`src/rtl/rr_select_sequencer_pkg.sv`:
```
// Shared definitions for the round-robin select sequencer and selector-side checkers.
package rr_select_sequencer_pkg;

    // Number of selector channels (i0..i3).
    localparam int unsigned NCH = 4;

    // Sequencer state encoding.
    typedef enum logic {
        ST_IDLE = 1'b0,
        ST_HOLD = 1'b1
    } state_e;

    // Decode a 2-bit select into the matching one-hot grant vector.
    function automatic logic [NCH-1:0] sel_to_onehot(input logic [1:0] sel);
        logic [NCH-1:0] oh;
        oh      = '0;
        oh[sel] = 1'b1;
        return oh;
    endfunction

endpackage

```
`src/rtl/rr_select_sequencer_pick.sv`:
```
// Combinational round-robin picker: searches last_ptr+1 .. last_ptr+4 (mod 4) for a set request.
module rr_priority_pick
    import rr_select_sequencer_pkg::*;
(
    input  logic [NCH-1:0] req_i,
    input  logic [1:0]     last_ptr_i,
    output logic           found_o,
    output logic [1:0]     pick_o
);

    // First set bit after last_ptr wins; last_ptr itself is checked last.
    always_comb begin
        logic [1:0] idx;
        found_o = 1'b0;
        pick_o  = 2'd0;
        idx     = 2'd0;
        for (int i = 1; i <= NCH; i++) begin
            idx = last_ptr_i + 2'(i);
            if (!found_o && req_i[idx]) begin
                found_o = 1'b1;
                pick_o  = idx;
            end
        end
    end

endmodule

```
`src/rtl/rr_select_sequencer.sv`:
```
// Round-robin select sequencer: drives registered s1:s0 and a one-hot grant for the 4-to-1 selector,
// holding each grant for at most HOLD_CYCLES cycles.
module rr_select_sequencer
    import rr_select_sequencer_pkg::*;
#(
    parameter int unsigned HOLD_CYCLES = 4,
    parameter int unsigned CNT_W       = 8
) (
    input  logic           clk,
    input  logic           reset,
    input  logic [NCH-1:0] req,
    input  logic           done,
    output logic           s0,
    output logic           s1,
    output logic [NCH-1:0] grant,
    output logic           valid,
    output logic           busy
);

    localparam logic [CNT_W-1:0] CntLoad = CNT_W'(HOLD_CYCLES - 1);

    state_e           state_q, state_d;
    logic [1:0]       sel_q, sel_d;
    logic [NCH-1:0]   grant_q, grant_d;
    logic [CNT_W-1:0] cnt_q, cnt_d;
    logic [1:0]       last_ptr_q, last_ptr_d;

    logic       found;
    logic [1:0] pick;
    logic [1:0] pick_ptr;
    logic       release_grant;

    // In HOLD the pick is only used on release, where the pointer becomes the current channel;
    // feeding sel_q directly lets the back-to-back regrant see the updated pointer.
    assign pick_ptr = (state_q == ST_HOLD) ? sel_q : last_ptr_q;

    rr_priority_pick u_pick (
        .req_i      (req),
        .last_ptr_i (pick_ptr),
        .found_o    (found),
        .pick_o     (pick)
    );

    // A single release covers any combination of window expiry, done and request drop.
    assign release_grant = (cnt_q == '0) || done || !req[sel_q];

    // Next-state logic: grant from IDLE, hold/decrement or release/regrant in HOLD.
    always_comb begin
        state_d    = state_q;
        sel_d      = sel_q;
        grant_d    = grant_q;
        cnt_d      = cnt_q;
        last_ptr_d = last_ptr_q;

        unique case (state_q)
            ST_IDLE: begin
                if (found) begin
                    sel_d   = pick;
                    grant_d = sel_to_onehot(pick);
                    cnt_d   = CntLoad;
                    state_d = ST_HOLD;
                end
            end
            ST_HOLD: begin
                if (release_grant) begin
                    last_ptr_d = sel_q;
                    if (found) begin
                        sel_d   = pick;
                        grant_d = sel_to_onehot(pick);
                        cnt_d   = CntLoad;
                    end else begin
                        // Selects keep their last value while idle.
                        grant_d = '0;
                        cnt_d   = '0;
                        state_d = ST_IDLE;
                    end
                end else begin
                    cnt_d = cnt_q - 1'b1;
                end
            end
            default: begin
                state_d = ST_IDLE;
                grant_d = '0;
                cnt_d   = '0;
            end
        endcase
    end

    // State registers with synchronous active-high reset; pointer resets to 3 so channel 0 is first.
    always_ff @(posedge clk) begin
        if (reset) begin
            state_q    <= ST_IDLE;
            sel_q      <= 2'd0;
            grant_q    <= '0;
            cnt_q      <= '0;
            last_ptr_q <= 2'd3;
        end else begin
            state_q    <= state_d;
            sel_q      <= sel_d;
            grant_q    <= grant_d;
            cnt_q      <= cnt_d;
            last_ptr_q <= last_ptr_d;
        end
    end

    assign s0    = sel_q[0];
    assign s1    = sel_q[1];
    assign grant = grant_q;
    assign valid = (state_q == ST_HOLD);
    assign busy  = (state_q == ST_HOLD);

endmodule

```
`config.mk`:
```
export PLATFORM = sky130hd
export DESIGN_NAME = rr_select_sequencer
export DESIGN_NICKNAME = d
export VERILOG_FILES = /design/src/rtl/rr_select_sequencer_pkg.sv /design/src/rtl/rr_select_sequencer_pick.sv /design/src/rtl/rr_select_sequencer.sv
export SDC_FILE = /design/constraint.sdc
export NUM_CORES = 1
export LEC_CHECK = 0
export ABC_AREA = 1
export CORE_ASPECT_RATIO = 1.4
export CORE_MARGIN = 1
export CORE_UTILIZATION = 60
export DETAILED_ROUTE_END_ITERATION = 6
export DONT_BUFFER_PORTS = 1
export PLACE_DENSITY = 0.82
export RECOVER_POWER = 25
export SYNTH_ARGS = -nofsm -noshare
export SYNTH_HDL_FRONTEND = slang
export SYNTH_SLANG_ARGS = --single-unit
```
`constraint.sdc`:
```
create_clock -name clk -period 4.5 [get_ports clk]
set_clock_uncertainty 0.1 [all_clocks]
set_input_delay 0.675 -clock clk [delete_from_list [all_inputs] [get_ports clk]]
set_output_delay 0.675 -clock clk [all_outputs]
set_load 0.05 [all_outputs]
```
### Word level (Yosys, flattened, before mapping)

Cells that the tools add are included.

* reductions and logical operators: 13
* add/subtract/negate cells: 4
* magnitude comparators: 7
* equal/unequal tests: 2
* bitwise gates (word level): 1
* mux-type cells: 35

Operators by type and width (count)
* 2-bit by 3-bit less-than comparator with 1-bit output (second input constant): 6
* 2-bit two-way mux: 8
* 8-bit two-way mux: 2
* 8-bit case mux with 2 select lines: 1
* 1-bit two-way mux: 12
* 4-bit two-way mux: 3
* 1-bit binary-select mux with 2-bit select: 5
* 8-bit zero test: 1
* 4-bit case mux with 2 select lines: 1
* 8-bit by 1-bit subtractor with 8-bit output (second input constant): 1
* 2-bit adder (second input constant): 2
* 1-bit logical AND: 4
* 1-bit zero test: 4
* 2-bit case mux with 2 select lines: 1
* 2-bit AND reduction: 2
* 2-bit by 1-bit adder with 2-bit output (second input constant): 1
* 1-bit demux with 2-bit select: 1
* 2-bit by 1-bit greater-or-equal comparator with 1-bit output (second input constant): 1
* 1-bit logical OR: 2
* 2-bit by 1-bit != test with 1-bit output (second input constant): 1
* 2-bit != test (second input constant): 1
* 1-bit case mux with 2 select lines: 1
* 1-bit NOT: 1

* input bits: 7
* word-level logic and storage cells: 67
* output and inout port bits: 8
* register bits: 17

### Depth between registers and ports, before layout

* depth after elaboration: 21
* mapped depth: 17
* mapped depth without buffers: 15

### Cells and area by module

From an unflattened synthesis, not the netlist that was laid out.

* cell total of the unflattened synthesis: 176
* area total of the unflattened synthesis: 1196.1 µm²

Modules (own cells, without submodules)
* rr_select_sequencer: sequential area each 340.3 µm², cells an instance 127, area an instance 905.9 µm², instances 1
* rr_priority_pick: sequential area each 0.0 µm², cells an instance 49, area an instance 290.3 µm², instances 1

### Worst setup path before layout

OpenSTA, ideal clock, no wires.

* path kind: reg2reg
* from: register state_q, in the netlist busy
* to: register sel_q[1]
* library setup time: 0.114 ns
* path slack: 2.373 ns
* buffers on the path: 2
* stages on the path, launching flop included: 16
* period minus slack after synthesis: 2.127 ns
* data arrival time: 1.914 ns
* data required time: 4.286 ns
* cell sequence: dfxtp_1 -> buf_6 -> nand2_4 -> nand2_4 -> buf_12 -> nand2_4 -> nand2_4 -> nand2_1 -> nand2_2 -> nand2_2 -> nor2_2 -> nand2_2 -> nand2_4 -> nand2_1 -> nand2_1 -> nor2_2

* word-level cells in the longest chain between the ends: 17
* elaborated cells between the ends (all ways): 31
* classes of those cells: add/sub: 3; eq/ne: 1; mux: 20; bitwise: 1; reduce/logical: 6

Ends and longest elaborated chain
* from (decl): line rr_select_sequencer.sv:22 `state_e state_q, state_d;`
* from (signal assigned): line rr_select_sequencer.sv:98 `state_q <= state_d;`
* 2-bit two-way mux: line rr_select_sequencer.sv:35 `assign pick_ptr = (state_q == ST_HOLD) ? sel_q : last_ptr_q;`
* 2-bit by 1-bit adder with 2-bit output: line rr_select_sequencer_pick.sv:18 `idx = last_ptr_i + 2'(i);`
* 1-bit binary-select mux with 2-bit select: line rr_select_sequencer_pick.sv:19 `if (!found_o && req_i[idx]) begin`
* 1-bit two-way mux (implied by the code): line rr_select_sequencer_pick.sv:19
* 1-bit two-way mux: line rr_select_sequencer_pick.sv:19
* 1-bit zero test: line rr_select_sequencer_pick.sv:19
* 1-bit logical AND: line rr_select_sequencer_pick.sv:19
* 1-bit two-way mux: line rr_select_sequencer_pick.sv:19
* 1-bit zero test: line rr_select_sequencer_pick.sv:19
* 1-bit logical AND: line rr_select_sequencer_pick.sv:19
* 1-bit two-way mux: line rr_select_sequencer_pick.sv:19
* 1-bit zero test: line rr_select_sequencer_pick.sv:19
* 1-bit logical AND: line rr_select_sequencer_pick.sv:19
* 2-bit two-way mux / 1-bit two-way mux (equally long branches): line rr_select_sequencer_pick.sv:19
* 2-bit two-way mux: line rr_select_sequencer.sv:57, rr_select_sequencer.sv:67
* 2-bit two-way mux: line rr_select_sequencer.sv:65 `if (release_grant) begin`
* 2-bit case mux with 2 select lines: line rr_select_sequencer.sv:55 `unique case (state_q)`
* to (signal assigned): line rr_select_sequencer.sv:99 `sel_q <= sel_d;`
* to (decl): line rr_select_sequencer.sv:23 `logic [1:0] sel_q, sel_d;`

Parallel ways exist; a longest one is shown, timed or not. The select of a mux whose other input is x is not followed.
A chain may end at the register's enable or synchronous reset.

### Final worst setup path

* from: register sel_q[0]
* to: register grant_q[0], in the netlist grant[0]

* word-level cells in the longest chain between the ends: 21
* elaborated cells between the ends (all ways): 42
* classes of those cells: add/sub: 3; order compare: 2; eq/ne: 2; mux: 25; reduce/logical: 10

Ends and longest elaborated chain
* 2-bit two-way mux: line rr_select_sequencer.sv:35
* 2-bit by 1-bit adder with 2-bit output: line rr_select_sequencer_pick.sv:18
* 1-bit binary-select mux with 2-bit select: line rr_select_sequencer_pick.sv:19
* 1-bit two-way mux (implied by the code): line rr_select_sequencer_pick.sv:19
* 1-bit two-way mux: line rr_select_sequencer_pick.sv:19
* 1-bit zero test: line rr_select_sequencer_pick.sv:19
* 1-bit logical AND: line rr_select_sequencer_pick.sv:19
* 1-bit two-way mux: line rr_select_sequencer_pick.sv:19
* (+5 left out)
* 2-bit two-way mux: line rr_select_sequencer_pick.sv:19
* 2-bit by 3-bit less-than comparator with 1-bit output (implied by the code) / 2-bit by 1-bit greater-or-equal comparator with 1-bit output (equally long branches): line rr_select_sequencer_pkg.sv:17 `oh[sel] = 1'b1;`
* 1-bit logical AND (implied by the code): line rr_select_sequencer_pkg.sv:17
* 1-bit two-way mux (implied by the code): line rr_select_sequencer_pkg.sv:17
* 1-bit demux with 2-bit select: line rr_select_sequencer_pkg.sv:17
* 4-bit two-way mux: line rr_select_sequencer.sv:67 `if (found) begin`
* 4-bit two-way mux: line rr_select_sequencer.sv:65
* 4-bit case mux with 2 select lines: line rr_select_sequencer.sv:55
* to (signal assigned): line rr_select_sequencer.sv:100 `grant_q <= grant_d;`
* to (decl): line rr_select_sequencer.sv:24 `logic [NCH-1:0] grant_q, grant_d;`

Parallel ways exist; a longest one is shown, timed or not. The select of a mux whose other input is x is not followed.

==> metrics.md <==
| Metric | Value |
|---|---|
| Share of cells above drive strength 1 | `roughly a quarter` |
| Global router's overall resource usage | `roughly a quarter` |
| Total Wirelength | `about 2900 um` |
| Final Wtd Congestion | `roughly 0.93` |
| Gate Count Post-Synth | `roughly 210` |
| Comb power frac | `a little under three fifths` |
| TritonCTS buffer count | `3` |
| Pins Over Slew Limit | `0` |
| Clock share of power | `around a tenth` |
| Fin nets | `approximately 220` |
| Placed cells | `230` |
| TritonRoute pass-1 iters | `4` |
| Die Wd | `approximately 42 um` |
| Setup-failing EPs final | `0` |
| Die Area | `about 2500 um^2` |
| Final hold vios | `0` |
| Input/output buffers | `0` |
| Crit Path Class | `flip-flop to flip-flop` |
| DRC | `0` |
| CTS sink count | `17` |
| Status | `finished clean` |
| Placement Cell Area | `approximately 1400 um^2` |
| Crit path DAT | `2.35 ns` |
| Global-route wire length before repair | `between 4000 and 5000 um` |
| Row count | `20` |
| Vias in the first global route | `approximately 1200` |
| Ports | `15` |
| Seq pwr share | `~34%` |
| Dpl ws | `around 2.3 ns` |
| Initial drt markers | `33` |
| Initial antenna violation count | `0` |
| Fin cells | `approximately 230` |
| RSZ-0062 raised after global routing | `no` |
| Fmax achieved | `448 MHz` |
| Initial core utilization | `between 60% and 70%` |
| Primary FF master, synth | `dfxtp_1` |
| Total power | `roughly 880 uW` |
| Period utilization | `between 40% and 50%` |
| Ys async rst share | `0%` |
| Worst Setup Start Kind | `flip-flop` |
| Sequential-to-total area share from yosys stat | `about 25%` |
| Drt wl/cell | `roughly 12 um` |
| Post-CTS resize count | `0` |
| Post-synth EDFFs | `0` |
| Clock Tree Root | `clkbuf_4` |
| Fin area | `about 1400 um^2` |
| Fillers | `approximately 220` |
| Class of the worst hold path | `input pin to flip-flop` |
| TritonCTS clock tree | `done` |
| Reg-to-reg setup timing slack | `roughly 2.3 ns` |
| Syn Nets | `220` |
| HPWL after detailed placement | `approximately 2300 um` |
| Syn Area/Cell | `roughly 6.5 um^2` |
| Yosys warnings | `0` |
| Mapped Area | `between 1000 and 1500 um^2` |
| Min Tclk post-route | `about 2.2 ns` |
| # diodes | `0` |
| Leak Pwr | `just over 0.7 nW` |
| Max VDD drop | `0.338 mV` |
| Power per cell area | `approximately 640 nW/um^2` |
| Hold Worst Slack | `roughly 0.3 ns` |
| Post-CTS setup buffers | `0` |
| Max Cap Viol | `0` |
| Worst-margin pin slew | `between 0.6 and 0.7 ns` |
| Clock Latency Late Sink | `about 0.31 ns` |
| Grt ovf | `0` |
| Vias post-DR | `between 1000 and 1500` |
| Drt via density | `5.43` |
| CTS Buffer Depth | `2` |
| Largest net degree at the start of global routing | `12` |
| CTS H-tree depth | `1` |
| Setup TNS | `0 ns` |
| Cts hold-fix bufs | `0` |
| DIE HEIGHT | `just under 60 um` |
| Area growth from synthesis to layout | `1.37%` |
| Setup ws final | `approximately 2.3 ns` |
| FF/Latch Area | `approximately 340 um^2` |
| Slew Limit Headroom | `approximately three fifths` |
| Area of the multi-input gates | `around 900 um^2` |
| Internal | `approximately 380 uW` |
| Net switching power | `slightly above 500 uW` |
| Worst Setup End Kind | `flip-flop` |
| Antenna Violating Nets Remaining | `0` |
| Sw frac | `between 50 and 60%` |
| Synth Register Bits | `17` |
| Core area | `about 2200 um^2` |
| Final Util | `64.4%` |
| Critical Path RT | `4.62 ns` |
| Clock transition at path regs | `0.11 ns` |
| Highest fanout seen on the critical path | `11` |
| Netlist cell types | `28` |
==> power by group through the flow <==
stage	clock (mW)	combinational, mW	sequential, mW
floorplan	0	0.436	0.299
global placement	0	0.488	0.305
detailed placement	0	0.494	0.306
CTS	0.0857	0.497	0.302
global route	0.0896	0.559	0.306
finish	0.0851	0.497	0.303
==> area by class of cell <==
type | instances | area share [%]
clock buffer | 3 | 1.62
clock inverter | 1 | 0.361
inverter | 26 | 7.58
multi-input combinational | 164 | 63.4
sequential | 17 | 24.5
tap | 22 | 1.99
timing repair buffer | 1 | 0.542
==> placed cells by master, fill, tap and decap left out, types with 4 or more instances in the layout <==
| master | n |
|---|---|
| dfxtp_1 | 17 |
| nor2_1 | 10 |
| o21ai_0 | 4 |
| nand3_1 | 18 |
| nand2_2 | 17 |
| nand2_1 | 70 |
| a21oi_1 | 8 |
| inv_1 | 20 |
| nor2_2 | 10 |
| nand2_4 | 10 |
==> worst max-delay path, cell delays in order (launching register included) <==
cell,delay [ns]
dfxtp_1,0.73
nand2_4,0.16
nand2_4,0.23
nand2_1,0.10
nand2_2,0.11
nand2_1,0.07
nand2_2,0.11
nand2_2,0.06
nor2_2,0.11
nand2_2,0.09
nand2_2,0.10
nor2_2,0.06
nand2_1,0.07
nand2_1,0.05
==> state kept, by name (all words and copies together), names as in the netlist <==
| name | cells |
|---|---|
| last_ptr_q | 2 |
| cnt_q | 8 |
| grant | 4 |
| sel_q | 2 |
| busy | 1 |
==> cell usage after synthesis, drive strengths merged (2+ instances only) <==
master	number	area, um^2
a21oi	10	57.6
a31oi	2	12.5
buf	3	38.8
clkinv	2	7.51
dfxtp	17	340
ha	2	25.0
inv	24	97.6
nand2	97	482
nand3	18	90.1
nand4	2	18.8
nor2	21	111
o211ai	2	15.0
o21ai	4	20.0
xor2	3	26.3
==> kinds of logic (layout without fill, tap and decap cells) <==
logic type | count (synthesis) | in the layout | synth area share (%)
simple gates | 140 | 140 | 52.2
fa+ha+maj | 2 | 2 | 1.83
compound gates | 18 | 18 | 7.69
flops | 17 | 17 | 24.9
buf+inv | 30 | 31 | 10.9
xor+xnor | 4 | 4 | 2.56
==> routing by layer <==
| metal | track usage (%) | up-vias | wire [um] | part of all wire, % |
|---|---|---|---|---|
| met2 | 47.9 | 29 | 1520 | 53 |
| met1 | 26.8 | 576 | 1150 | 40 |
| met3 | 1.23 | 9 | 77 | 2.7 |
| li1 | - | 656 | - | - |
| met4 | 16.5 | 0 | 110 | 3.9 |
| met5 | 0 | - | 0 | 0 |
==> path summary, 6_finish.rpt <==
kind	endpoint	depth (start not counted)	from
worst min-delay path	cnt_q[2]$_SDFFE_PP0P_	1	reset
worst max register to register	grant[0]$_SDFFE_PP0P_	13	sel_q[0]$_SDFFE_PP0P_
worst max-delay path	grant[0]$_SDFFE_PP0P_	13	sel_q[0]$_SDFFE_PP0P_
worst min register to register	cnt_q[7]$_SDFFE_PP0P_	2	cnt_q[7]$_SDFFE_PP0P_
No activity file was read; power rests on OpenSTA's default activity.
